## src/rtl/encoder_8_to_3.sv

```systemverilog
// Registered priority encoder: index of the highest set request bit, plus
// valid / multi-hot flags, presented one clock after the request is sampled.
module encoder_8_to_3 #(
  parameter int IN_WIDTH  = 8,
  parameter int OUT_WIDTH = $clog2(IN_WIDTH)
) (
  input  logic                 clk,
  input  logic                 rst,
  input  logic                 Enable,
  input  logic [IN_WIDTH-1:0]  In,
  output logic [OUT_WIDTH-1:0] Out,
  output logic                 Valid,
  output logic                 Multi
);

  logic [OUT_WIDTH-1:0] out_d,   out_q;
  logic                 valid_d, valid_q;
  logic                 multi_d, multi_q;

  always_comb begin
    // NOTE: every output of this block gets a default first, so no path leaves it unassigned and no latch is inferred.
    out_d   = '0;
    valid_d = 1'b0;
    multi_d = 1'b0;
    // In is only examined under Enable, so X/Z on an idle request bus stays out of the flops.
    if (Enable) begin
      // Ascending scan: the last hit is the highest set bit, so the MSB wins.
      for (int i = 0; i < IN_WIDTH; i++) begin
        if (In[i]) out_d = OUT_WIDTH'(i);
      end
      valid_d = |In;
      // Clearing the lowest set bit leaves something only if two or more were set.
      multi_d = |(In & (In - IN_WIDTH'(1)));
    end
  end

  // NOTE: state is updated with non-blocking assignments so every flop samples pre-edge values.
  always_ff @(posedge clk or posedge rst) begin
    if (rst) begin
      out_q   <= '0;
      valid_q <= 1'b0;
      multi_q <= 1'b0;
    end else begin
      out_q   <= out_d;
      valid_q <= valid_d;
      multi_q <= multi_d;
    end
  end

  assign Out   = out_q;
  assign Valid = valid_q;
  assign Multi = multi_q;

endmodule

```

## config.mk

```make
export PLATFORM = sky130hd
export DESIGN_NAME = encoder_8_to_3
export DESIGN_NICKNAME = d
export VERILOG_FILES = /design/src/rtl/encoder_8_to_3.sv
export SDC_FILE = /design/constraint.sdc
export NUM_CORES = 1
export LEC_CHECK = 0
export BUFFER_PORTS_ARGS = -buffer_cell sky130_fd_sc_hd__buf_2
export CAP_MARGIN = 20
export CORE_AREA = 2 2 39 41
export CTS_CLUSTER_DIAMETER = 120
export DETAILED_ROUTE_END_ITERATION = 10
export DIE_AREA = 0 0 41 43
export GPL_TIMING_DRIVEN = 0
export PLACE_DENSITY = 0.48
export RECOVER_POWER = 100
export SKIP_LAST_GASP = 1
export SYNTH_ARGS = -nofsm -noshare
export SYNTH_HDL_FRONTEND = slang
export SYNTH_SLANG_ARGS = --single-unit
```

## constraint.sdc

```tcl
create_clock -name clk -period 0.8 [get_ports clk]
set_input_delay 0.16 -clock clk [delete_from_list [all_inputs] [get_ports clk]]
set_output_delay 0.16 -clock clk [all_outputs]
set_load 0.05 [all_outputs]
```

==> impl_metrics.csv, run 1 <==
group,metric,value,unit
layout,final_cell_area,462,um2
clock_tree,tritoncts,"yes",
layout,area_growth,74.9,%
layout,drive_gt1_frac,0.435,
routing,dr.pass1.iters,4,
sta,grt_setup_unrepaired,"true",
clock_tree,cts.sinks,5,
pwr,pwr-share-seq,0.361,
worst_setup_path,crit_family,"compound AO/OA/AOI/OAI gates",
floorplan,fp.dieH,43,um
floorplan,die_area,1760,um2
routing,wire_per_inst,10.3,um
pwr,peakVddDrop,397,uV
worst_setup_path,critical-path-slowest-cell,"a211o_2",
clock_tree,clockBufferDepth,2,
clock_tree,cts_made_buffers,3,
placed_design,detailed_place_hpwl,474,um
placed_design,place_inst,57,
worst_setup_path,critPathKind,"in2reg",
min_path,min_path_type,"in2reg",
clock_tree,path_clk_slew,0.04,ns
sta,max_freq,961,MHz
pwr,internal_power,0.542,mW
layout,layout.nets,58,
pwr,comb_power_share,0.265,
global_routing,grt_pass1_wl,1060,um
placed_design,gp_congestion,0.656,
worst_setup_path,path_buf_inv,1,
worst_setup_path,worst_setup_path_start_kind,"input pin",
layout,regArea,125,um2
sta,min_period,1.04,ns
sta,period_share,1.30,
sta,setup_slack,-0.241,ns
sta,relSlewSlack,0.847,
routing,num_vias,285,
layout,fill_cells,155,
worst_setup_path,crit_path_cell_trace,"buf_2 -> a211o_2 -> a211oi_2 -> a21oi_1 -> o311a_1",
global_routing,grt_max_degree,7,
synthesis,syn_nets,37,
layout,stdcell_count,62,
sta,hold_viol,0,
placed_design,port-buffer-count,15,
clock_tree,clockRootBuffer,"clkbuf_4",
routing,drc,0,
placed_design,dpl_cell_area,379,um2
pwr,p_switching,0.223,mW
pwr,swShare,0.292,
pwr,clkPwrFrac,0.374,
routing,drt-total-wl,636,um
layout,fin_util,0.334,
flow_run,cap_violations,0,
floorplan,core,1380,um2
worst_setup_path,cp_slowest_stage_delay,0.32,ns
global_routing,grt_overflow_total,0,
layout,multi_input_area,151,um2
floorplan,start_util,0.191,
synthesis,ys_types,17,
synthesis,synth_cells,26,
global_routing,grt_use_total,0.0902,
routing,drt_iter0_drc,5,
floorplan,pin_count,16,
synthesis,yosysWarnings,0,
worst_setup_path,crit_fanout,5,
worst_setup_path,crit_path_end_kind,"register",
routing,ant_nets,0,
sta,setup_viol,7,
worst_setup_path,required,0.92,ns
floorplan,chipWidth,41,um
synthesis,yosysSeqAreaShare,0.474,
sta,maxSlewViolCount,0,
outcome,status,"complete, but fails checks",
outcome,violations,"negative setup slack",
synthesis,syn_avg_cell_area,10.2,um2
floorplan,row_count,14,
pwr,power_leakage,0.201,nW
routing,vias_per_cell,4.60,
synthesis,ys_ff_latch,5,
sta,tightest_slew,0.228,ns
clock_tree,cts_max_level,1,
pwr,powerDensity,1660,nW/um2
layout,diodes,0,
global_routing,antenna_found_initial,0,
worst_setup_path,crit_arrival,1.16,ns
global_routing,grt_pass1_vias,264,
synthesis,syn_area,264,um2
-- layout make-up --
cell class,count,area share
multi-input combinational,19,0.328
inverter,2,0.0163
sequential,5,0.271
tap,16,0.0434
timing repair buffer,16,0.285
clock buffer,4,0.0569
-- worst paths after layout --
path	start	to	slack [ns]	depth (start not counted)
hold / removal	Enable	Multi$_DFF_PP0_	0.19	2
setup / recovery	In[2]	Multi$_DFF_PP0_	-0.24	5
max in group asynchronous	rst	Out[2]$_DFF_PP0_	0.27	3
min in group asynchronous	rst	Valid$_DFF_PP0_	0.37	3
-- synthesized netlist by cell type --
library cell  instances  area share
dfrtp_1               5        0.47
a211o_1               2       0.066
a21boi_0              2       0.057
a21oi_1               2       0.038
inv_1                 2       0.028
nor2_1                2       0.028
a211o_2               1       0.038
a211oi_1              1       0.028
nand2_1               1       0.014
nand2b_1              1       0.024
nor2b_1               1       0.024
nor4_1                1       0.024
o21a_1                1       0.028
o21ai_0               1       0.019
o21bai_1              1       0.028
o311a_1               1       0.038
o41a_1                1       0.043
-- flip-flops by register name (all words and copies together) (netlist names) --
name   flops
Out        3
Multi      1
Valid      1
-- through the flow --
stage	TNS (ns)	setup WS, ns	power [mW]	hold WS [ns]
after detailed placement	-0.959	-0.510	0.448	0.0602
after CTS	-0.984	-0.230	0.785	0.181
after global placement	-0.966	-0.514	0.449	0.0596
after floorplan	-0.429	-0.295	0.376	-0.0615
final	-0.930	-0.241	0.765	0.191
after global routing	-1.16	-0.276	0.816	0.194
-- kinds of logic (layout without fill, tap and decap cells) --
group / Yosys count / after routing / share of synthesized area
flip-flops: 5 / 5 / 0.474
AND/OR/NAND/NOR: 6 / 6 / 0.114
buffers and inverters: 2 / 22 / 0.0284
AO/OA/AOI/OAI: 13 / 13 / 0.384
-- cell usage in the layout (no fill, tap or decap), drive strengths merged, types with 2 or more instances in the layout --
cell type and n:
nor2 2, a211o 3, inv 2, a21oi 2, buf 14, a21boi 2
clkbuf 5, dfrtp 5
-- timing repair --
item | CTS | global route
resized for setup | 15 | 0
pin swaps | 2 | 0
hold buffers | 1 | 0
buffers inserted | 0 | 0
hold endpoints to repair | 5 | 0
endpoints found under the setup margin | 7 | 7
-- routing by layer --
metal / global-route usage / part of all wire / wire length [um]
met2: 0.128 / 0.47 / 301
met4: 0.0800 / 0 / 0
met3: 0.0157 / 0.096 / 61
met1: 0.109 / 0.43 / 273
met5: 0 / 0 / 0
-- power groups by stage --
stage	Clock, mW	Combinational, mW	Sequential (mW)
global route	0.318	0.220	0.278
detailed placement	0	0.172	0.276
CTS	0.304	0.204	0.277
global placement	0	0.173	0.276
floorplan	0	0.0413	0.334
finish	0.286	0.202	0.276
Power figures use the tool's default switching activity.
==> inputs of run 2 (changes only) <==
- PLACE_DENSITY: 0.48 -> 0.47
- clock period: 0.8 -> 1.3 ns (I/O delays scaled with it)
==> run 2 against run 1 <==
Net effect: the flow now finishes without violations; worst hold slack improved by 0.11 ns; global-route usage shrank 1.3 points; sequential power is 39% lower; critical path depth unchanged; sequential share of layout area grew 4.8 points; cell count unchanged; via count fell by 4.6%; clock power fell by 40%; combinational power decreased by 50%; non-clock buffer count is the same; die area stayed put; critical path type unchanged; critical endpoint unchanged; largest cell class unchanged.
==> impl_metrics.csv, run 2 (synthesized netlist as in run 1, its figures left out) <==
group,metric,value,unit
floorplan,row_count,14,
min_path,min_from,"Enable",
clock_tree,post_cts_resized,0,
global_routing,grt_max_degree,7,
sta,min_period,1.21,ns
global_routing,grt-busiest-layer,"met1",
sta,maxSlewViolCount,0,
min_path,worstHoldEndpoint,"Out[0]$_DFF_PP0_",
global_routing,grt_pass1_wl,910,um
pwr,comb_power_share,0.228,
pwr,p_total,0.441,mW
clock_tree,path_clk_slew,0.04,ns
pwr,clkPwrFrac,0.391,
placed_design,port-buffer-count,15,
layout,regArea,125,um2
pwr,swShare,0.289,
layout,most-common-layout-cells,"7 x buf_2, 5 x dfrtp_1, 5 x clkbuf_2",
clock_tree,clockRootBuffer,"clkbuf_4",
global_routing,gr-usage-met1,0.103,
worst_setup_path,critPathKind,"in2reg",
worst_setup_path,required,1.41,ns
global_routing,antenna_found_initial,0,
sta,fin_hold_ws,0.299,ns
layout,area_growth,48.3,%
pwr,p_switching,0.128,mW
routing,drt-total-wl,601,um
layout,largest_reg_flops,3,
sta,tightest_slew,0.399,ns
pwr,powerDensity,1130,nW/um2
clock_tree,cts_setup_buffers,0,
sta,hold_viol,0,
floorplan,die_area,1760,um2
routing,vias_per_cell,4.39,
clock_tree,tritoncts,"yes",
sta,setup_viol,0,
layout,stdcell_count,62,
floorplan,pin_count,16,
placed_design,detailed_place_hpwl,470,um
floorplan,fp.dieH,43,um
clock_tree,cts_made_buffers,3,
pwr,internal_power,0.313,mW
layout,diodes,0,
sta,finalSetupTns,0,ns
global_routing,met3_usage,0.0157,
outcome,status,"complete, no violations",
min_path,holdPathStages,2,
floorplan,chipWidth,41,um
sta,max_freq,825,MHz
layout,final_cell_area,392,um2
routing,ant_nets,0,
flow_run,cap_violations,0,
pwr,pwr-share-seq,0.381,
global_routing,grt_use_total,0.0774,
sta,grt_setup_unrepaired,"false",
clock_tree,cts_hold_buf,1,
clock_tree,cts_max_level,1,
global_routing,grt_pass1_vias,243,
layout,layout_commonest_cell,"buf_2",
placed_design,dpl_cell_area,359,um2
min_path,min_path_type,"in2reg",
routing,dr.pass1.iters,4,
routing,num_vias,272,
clock_tree,cts.sinks,5,
layout,layout.nets,58,
routing,drc,0,
sta,period_share,0.933,
floorplan,start_util,0.191,
floorplan,core,1380,um2
routing,wire_per_inst,9.69,um
clock_tree,clockBufferDepth,2,
worst_setup_path,crit_arrival,1.33,ns
worst_setup_path,worst_setup_path_start_kind,"input pin",
worst_setup_path,crit_fanout,5,
routing,drt_iter0_drc,2,
pwr,peakVddDrop,277,uV
pwr,power_leakage,0.178,nW
layout,multi_input_area,131,um2
global_routing,grt.met2_usage,0.103,
placed_design,gp_congestion,0.665,
worst_setup_path,crit_path_end_kind,"register",
placed_design,place_inst,57,
layout,fill_cells,152,
global_routing,grt_overflow_total,0,
layout,drive_gt1_frac,0.348,
sta,relSlewSlack,0.732,
-- run 2: cell count changes in the layout (fill, tap and decap cells not counted) --
cell	delta
clkbuf_1	+2
buf_6	-6
nor4_1	+1
buf_8	-1
a211oi_2	-1
nor4_4	-1
clkbuf_2	+5
a211oi_1	+1
-- run 2: per-stage QoR --
step / util / setup WS, ns
floorplan: - / 0.0881
global placement: 0.259 / -0.135
detailed placement: 0.259 / -0.145
CTS: 0.286 / 0.113
global route: 0.283 / 0.00641
finish: 0.283 / 0.0875
-- run 2: layout make-up --
class                   instances  share of cell area
multi-input cells              19               0.335
repair buffers                 16               0.208
well taps                      16              0.0511
clock buffers                   4              0.0671
flip-flops and latches          5               0.319
inverters                       2              0.0192
-- run 2: how the worst max path moves through the flow --
| stage | from | endpoint | slack [ns] | cells after the start |
|---|---|---|---|---|
| after detailed placement | In[2] | Multi$_DFF_PP0_ | -0.15 | 5 |
| after CTS | In[2] | Multi$_DFF_PP0_ | 0.11 | 5 |
| after global placement | In[2] | Multi$_DFF_PP0_ | -0.13 | 5 |
| after floorplan | In[0] | Multi$_DFF_PP0_ | 0.09 | 4 |
| final | In[2] | Multi$_DFF_PP0_ | 0.09 | 5 |
| after global routing | In[2] | Multi$_DFF_PP0_ | 0.006 | 5 |
-- run 2: critical path: stages --
cell	delay, ns
buf_2	0.12
nor4_1	0.41
nand2b_1	0.13
a211o_1	0.28
o311a_1	0.13
-- run 2: power by group through the flow --
stage                     sequential [mW]  clock [mW]  combinational [mW]
after floorplan                     0.206           0              0.0231
after global placement              0.170           0               0.100
after detailed placement            0.170           0              0.0997
after CTS                           0.168       0.183               0.103
after global routing                0.169       0.187               0.111
final                               0.168       0.173               0.100
-- run 2: routing by layer --
metal / share of wire / vias to the layer above
li1: - / 141
met1: 0.47 / 115
met2: 0.40 / 16
met3: 0.13 / 0
met4: 0 / 0
met5: 0 / -
